File: config.mk
export PLATFORM = sky130hd
export DESIGN_NAME = cnn_layer_accel_ce_macc_ctrl
export DESIGN_NICKNAME = d
export VERILOG_FILES = /design/src/rtl/cnn_layer_accel_ce_macc_ctrl.sv
export SDC_FILE = /design/constraint.sdc
export NUM_CORES = 1
export LEC_CHECK = 0
export ABC_CLOCK_PERIOD_IN_PS = 3200
export CAP_MARGIN = 20
export CORE_MARGIN = 2
export CORE_UTILIZATION = 42
export DETAILED_ROUTE_END_ITERATION = 16
export PLACE_DENSITY_LB_ADDON = 0.2
export SYNTH_ARGS = -nofsm -noshare
export SYNTH_HDL_FRONTEND = slang
export SYNTH_SLANG_ARGS = --single-unit
File: constraint.sdc
create_clock -name CLK -period 3.2 [get_ports CLK]
set_input_delay 0.48 -clock CLK [delete_from_list [all_inputs] [get_ports CLK]]
set_output_delay 0.48 -clock CLK [all_outputs]
set_load 0.05 [all_outputs]
File: src/rtl/cnn_layer_accel_ce_macc_ctrl.sv
// Sequencer for one DSP48E2 MACC slice in the CE.
// It accepts a job made of a bias and N operand pairs. The pairs stream into the slice.
// The OPMODE for each pair lags it by the slice's A/B register depth.
// After the last pair the 4-stage pipeline is drained and the final P is returned
// on a valid/ready result port.
module cnn_layer_accel_ce_macc_ctrl #(
    parameter int C_A_INPUT_WIDTH  = 30,
    parameter int C_B_INPUT_WIDTH  = 18,
    parameter int C_C_INPUT_WIDTH  = 48,
    parameter int C_P_OUTPUT_WIDTH = 48,
    parameter int C_KLEN_WIDTH     = 16,
    parameter int C_OPMODE_DELAY   = 2,
    parameter int C_MACC_LATENCY   = 4
) (
    input  logic                        CLK,
    input  logic                        rst,
    input  logic                        start,
    input  logic [C_KLEN_WIDTH-1:0]     cfg_kernel_len,
    input  logic [C_C_INPUT_WIDTH-1:0]  cfg_bias,
    output logic                        busy,
    input  logic                        op_valid,
    output logic                        op_ready,
    input  logic [C_A_INPUT_WIDTH-1:0]  op_a,
    input  logic [C_B_INPUT_WIDTH-1:0]  op_b,
    output logic                        res_valid,
    input  logic                        res_ready,
    output logic [C_P_OUTPUT_WIDTH-1:0] res_data,
    output logic                        macc_rst,
    output logic                        macc_ce,
    output logic [8:0]                  macc_opmode,
    output logic [3:0]                  macc_alumode,
    output logic [C_A_INPUT_WIDTH-1:0]  macc_a,
    output logic [C_B_INPUT_WIDTH-1:0]  macc_b,
    output logic [C_C_INPUT_WIDTH-1:0]  macc_c,
    input  logic [C_P_OUTPUT_WIDTH-1:0] macc_p
);

    // W,Z,Y,X opmode encodings: C+A*B, P+A*B, and hold P.
    localparam logic [8:0] OPMODE_FIRST = 9'b000110101;
    localparam logic [8:0] OPMODE_ACC   = 9'b000100101;
    localparam logic [8:0] OPMODE_HOLD  = 9'b000100000;

    typedef enum logic [1:0] {IDLE, ACCUM, DRAIN, RESULT} state_t;

    state_t                        state_q;
    logic [C_KLEN_WIDTH-1:0]       kLen_q;
    logic [C_KLEN_WIDTH-1:0]       opCnt_q;
    logic [C_C_INPUT_WIDTH-1:0]    bias_q;
    logic [C_P_OUTPUT_WIDTH-1:0]   resData_q;

    // The token pipe mirrors the slice pipeline one stage per CE cycle.
    // The first flag is only consulted at the opmode stage, so it stops there.
    logic [C_MACC_LATENCY:1]       tokValid_q, tokValid_d;
    logic [C_MACC_LATENCY:1]       tokLast_q,  tokLast_d;
    logic [C_OPMODE_DELAY:1]       tokFirst_q, tokFirst_d;

    logic opHs;
    logic lastOp;

    assign opHs   = (state_q == ACCUM) && op_valid;
    assign lastOp = (opCnt_q == (kLen_q - C_KLEN_WIDTH'(1)));

    assign tokValid_d = {tokValid_q[C_MACC_LATENCY-1:1], opHs};
    assign tokLast_d  = {tokLast_q[C_MACC_LATENCY-1:1], opHs && lastOp};
    assign tokFirst_d = {tokFirst_q[C_OPMODE_DELAY-1:1], opHs && (opCnt_q == '0)};

    // Slice-facing controls: a bubble in ACCUM freezes the whole slice, and DRAIN always clocks it.
    always_comb begin
        busy         = (state_q != IDLE);
        op_ready     = (state_q == ACCUM);
        res_valid    = (state_q == RESULT);
        res_data     = resData_q;
        macc_rst     = rst;
        macc_ce      = opHs || (state_q == DRAIN);
        macc_alumode = 4'b0000;
        macc_a       = opHs ? op_a : '0;
        macc_b       = opHs ? op_b : '0;
        macc_c       = bias_q;
        macc_opmode  = OPMODE_HOLD;
        if (tokValid_q[C_OPMODE_DELAY]) begin
            macc_opmode = tokFirst_q[C_OPMODE_DELAY] ? OPMODE_FIRST : OPMODE_ACC;
        end
    end

    // Advance the token pipe in lockstep with the slice clock enable.
    always_ff @(posedge CLK) begin
        if (rst) begin
            tokValid_q <= '0;
            tokLast_q  <= '0;
            tokFirst_q <= '0;
        end else if (macc_ce) begin
            tokValid_q <= tokValid_d;
            tokLast_q  <= tokLast_d;
            tokFirst_q <= tokFirst_d;
        end
    end

    // Job FSM: latch the config, count operands, wait for the last token, then hold the result.
    always_ff @(posedge CLK) begin
        if (rst) begin
            state_q   <= IDLE;
            kLen_q    <= '0;
            opCnt_q   <= '0;
            bias_q    <= '0;
            resData_q <= '0;
        end else begin
            case (state_q)
                IDLE: begin
                    if (start) begin
                        kLen_q  <= cfg_kernel_len;
                        bias_q  <= cfg_bias;
                        opCnt_q <= '0;
                        if (cfg_kernel_len == '0) begin
                            resData_q <= C_P_OUTPUT_WIDTH'($signed(cfg_bias));
                            state_q   <= RESULT;
                        end else begin
                            state_q   <= ACCUM;
                        end
                    end
                end
                ACCUM: begin
                    if (op_valid) begin
                        if (lastOp) begin
                            state_q <= DRAIN;
                        end else begin
                            opCnt_q <= opCnt_q + C_KLEN_WIDTH'(1);
                        end
                    end
                end
                DRAIN: begin
                    if (tokValid_q[C_MACC_LATENCY] && tokLast_q[C_MACC_LATENCY]) begin
                        resData_q <= macc_p;
                        state_q   <= RESULT;
                    end
                end
                RESULT: begin
                    if (res_ready) begin
                        state_q <= IDLE;
                    end
                end
                default: state_q <= IDLE;
            endcase
        end
    end

endmodule

==> impl_results.md <==
* Routed vias/inst at 5.30
* DRC at 0
* WHS at 0.408 ns
* Core box area at 16500 um2
* Kind of critical path: reg2reg
* Total wire length at about 24 mm
* Number of max-cap violations at 0
* # hold bufs at CTS at 0
* Post-CTS sizing at 0
* Initial antenna violation count at 0
* Post-synthesis sequential area ratio at between 30% and 40%
* Die Wd at 133 um
* Max H-tree Level at 4
* Post-synthesis cell type count at 59
* Root Buffer: clkbuf_16
* Synth-to-Final Area Change at 61.4%
* Min-Delay Path Class: in2reg
* Largest stage delay, worst path at 0.52 ns
* Fin cells at around 1400
* Layout fillers at 1345
* Arrival @ worst endpoint at 3.27 ns
* Worst setup SP type: register
* Fin. max-slew vios at 0
* Nets at 1329
* Vias in the first global route at 7289
* GRT met3 Usage at 8.52%
* Post-synth EDFFs at 0
* Post-DP HPWL at 17.6 mm
* Num Clock Sinks at 140
* Fin area at 11300 um2
* Crit path from: kLen_q[0]$_SDFFE_PP0P_
* Share of flip-flops with an asynchronous set or reset at 0%
* Worst Max-Slew Pin Slew at 0.841 ns
* Worst Path Required at roughly 3.5 ns
* Overflow after GRT at 0
* First-pass GRT wire length at roughly 38 mm
* RSZ-0062 raised after global routing: false
* Area of the multi-input gates at 3810 um2
* Clock network latency to the later pin of the worst-skew pair at 0.41 ns
* Mean routed wirelength per cell at ~17 um
* Setup ws final at 0.225 ns
* Starting DRT DRC Count at 492
* Final GP Congestion at 0.904
* Register area at 2800 um2
* Syn Inst Count at 882
* Avg Inst Size Synth at 7.95 um2
* Max clock buf depth at 2
* F_max at ~340 MHz
* Ys Warns at 0
* Cell Area, Placed at 10800 um2
* Busiest grt layer: met2
* Clock-pin slew on the worst setup and hold paths at 0.06 ns
* Slowest CP cell: or3b_2
* R2R cell count at 10
* Mapped cell area at 7010 um2
* PortBufs at 316
* GRT Total Usage at 26.7%
* Commonest non-fill, non-tap cell in the layout: clkdlybuf4s50_1
* P per Cell Area at 587 nW/um2
* Ys flop type: dfxtp_1
* Hold depth at 2
* Chip height at between 100 and 150 um
* # Post-CTS Setup Buffers at 0
* Most frequent cells in the layout: 266 x clkdlybuf4s50_1, 167 x nand2_1, 140 x dfxtp_1
* Status: finished, final reports clean
* FP Rows at 47
* Setup crit end: state_q[0]$_SDFFE_PP0P_
* VDD IR max at 492 uV
* Antenna Nets Post-Route at 0
* Crit Path Max Fanout at 10
* M2 GR Usage at approximately 44%
* Critical R2R Capture: state_q[0]$_SDFFE_PP0P_
* Met1 global-route usage at 33.0%
* Reg2reg setup slack at 0.22 ns
* Crit path cell chain: inv_1 > ha_1 > or3b_2 > or3_4 > a2111oi_4 > nand4_2 > nor3_4 > buf_4 > a211o_1 > nand3_1
* Reg2Reg Launch Point: kLen_q[0]$_SDFFE_PP0P_
* Placed insts at ~1400
* CTS tree: built
* Initial Util at 42.6%
* CP endpoint kind: register
* Rel. slew slack at 44.0%
* Antenna Cells at 0
* Largest net degree at the start of global routing at 82
* Clock Skew at 0.00562 ns
* Pre-CTS WS at between 0.15 and 0.2 ns
* Vias at 7351
* Layout cell share with drive strength beyond 1 at under 10%
* DIE AREA at 17700 um2
* Setup TNS Final at 0 ns
* Final Critical Period at 2.98 ns
* TritonCTS Buffers at 17
* Period utilization at 93.0%
* Final Hold Viols at 0
* I/O pin total at 327
* Leak Pwr at 4.16 nW
* TritonRoute pass-1 iters at 6
* #FFs+latches synth at 140
* Setup violations, final at 0
-- worst min-delay path by stage --
stage | start | slack (ns) | end
after floorplan | tokFirst_q[2]$_SDFFE_PP0P_ | 0.43 | tokFirst_q[2]$_SDFFE_PP0P_
after global placement | tokFirst_q[2]$_SDFFE_PP0P_ | 0.44 | tokFirst_q[2]$_SDFFE_PP0P_
after CTS | rst | 0.39 | kLen_q[7]$_SDFFE_PP0P_
final | rst | 0.41 | kLen_q[4]$_SDFFE_PP0P_
after detailed placement | tokLast_q[2]$_SDFFE_PP0P_ | 0.45 | tokLast_q[2]$_SDFFE_PP0P_
after global routing | rst | 0.41 | kLen_q[10]$_SDFFE_PP0P_
-- flip-flops by register name, summed over array words and instances, names as in the netlist --
name / cells
macc_c: 48
res_data: 48
kLen_q: 16
opCnt_q: 16
tokLast_q: 4
tokValid_q: 4
state_q: 2
tokFirst_q: 2
-- worst max-delay path: cells and delay by family, from the launching register on --
| kind | cells | cell delay (ns) |
|---|---|---|
| simple gates | 5 | 1.50 |
| compound gates | 2 | 0.50 |
| flops | 1 | 0.36 |
| buf+inv | 2 | 0.31 |
| fa+ha+maj | 1 | 0.19 |
-- Yosys cell counts, types with 5 or more instances --
master	n	area [um2]
nand2_1	168	631
dfxtp_1	140	2800
a21oi_1	76	380
nor2_1	71	267
clkbuf_1	63	236
mux2i_1	54	541
a211oi_1	49	368
and3_1	49	307
nand3_1	21	105
nand4_1	16	100
buf_4	13	97.6
nor4_1	13	81.3
xnor2_1	13	114
inv_1	11	41.3
nor3_1	10	50.1
buf_1	9	33.8
or4_1	9	67.6
or3_1	8	50.1
ha_1	7	87.6
o21ai_0	7	35.0
xor2_1	7	61.3
a211o_1	5	43.8
a31oi_1	5	31.3
or2_2	5	31.3
-- cells by family (layout without fill, tap and decap cells) --
| kind of cell | after synthesis | count (layout) | synth area share [%] |
|---|---|---|---|
| and+or+nand+nor | 389 | 389 | 26.4 |
| AOI/OAI and AO/OA | 168 | 168 | 15.6 |
| DFF | 140 | 140 | 40.0 |
| buffers and inverters | 102 | 379 | 6.41 |
| muxes | 54 | 54 | 7.71 |
| xor gates and xnor gates | 20 | 20 | 2.50 |
| adders and majority gates | 7 | 7 | 1.25 |
| other | 2 | 10 | 0.107 |
-- stage by stage --
step | util [%] | power, mW
floorplan | - | 3.78
global placement | 65.4 | 4.87
detailed placement | 65.4 | 4.88
CTS | 68.7 | 6.68
global route | 68.7 | 6.95
finish | 68.7 | 6.64
-- where the power goes --
group          total, mW  switching, mW  leakage, nW  internal [mW]
Clock               1.78          0.721        0.254           1.06
Sequential          2.03          0.125         1.14           1.91
Combinational       2.83           1.75         2.77           1.09
-- routing by layer --
layer | share of wire [%] | up-vias | wire length (um)
li1 | - | 3627 | -
met4 | 2.9 | 0 | 692
met2 | 49 | 243 | 11500
met3 | 7.3 | 56 | 1710
met1 | 41 | 3425 | 9710
met5 | 0 | - | 0
-- cell type report --
| class | instances | area share [%] |
|---|---|---|
| clock buffer | 24 | 4.35 |
| clock inverter | 5 | 0.332 |
| inverter | 13 | 0.431 |
| multi-input combinational | 648 | 33.7 |
| sequential | 140 | 24.8 |
| tap | 220 | 2.43 |
| timing repair buffer | 337 | 34.0 |
No activity file was read; power rests on OpenSTA's default activity.
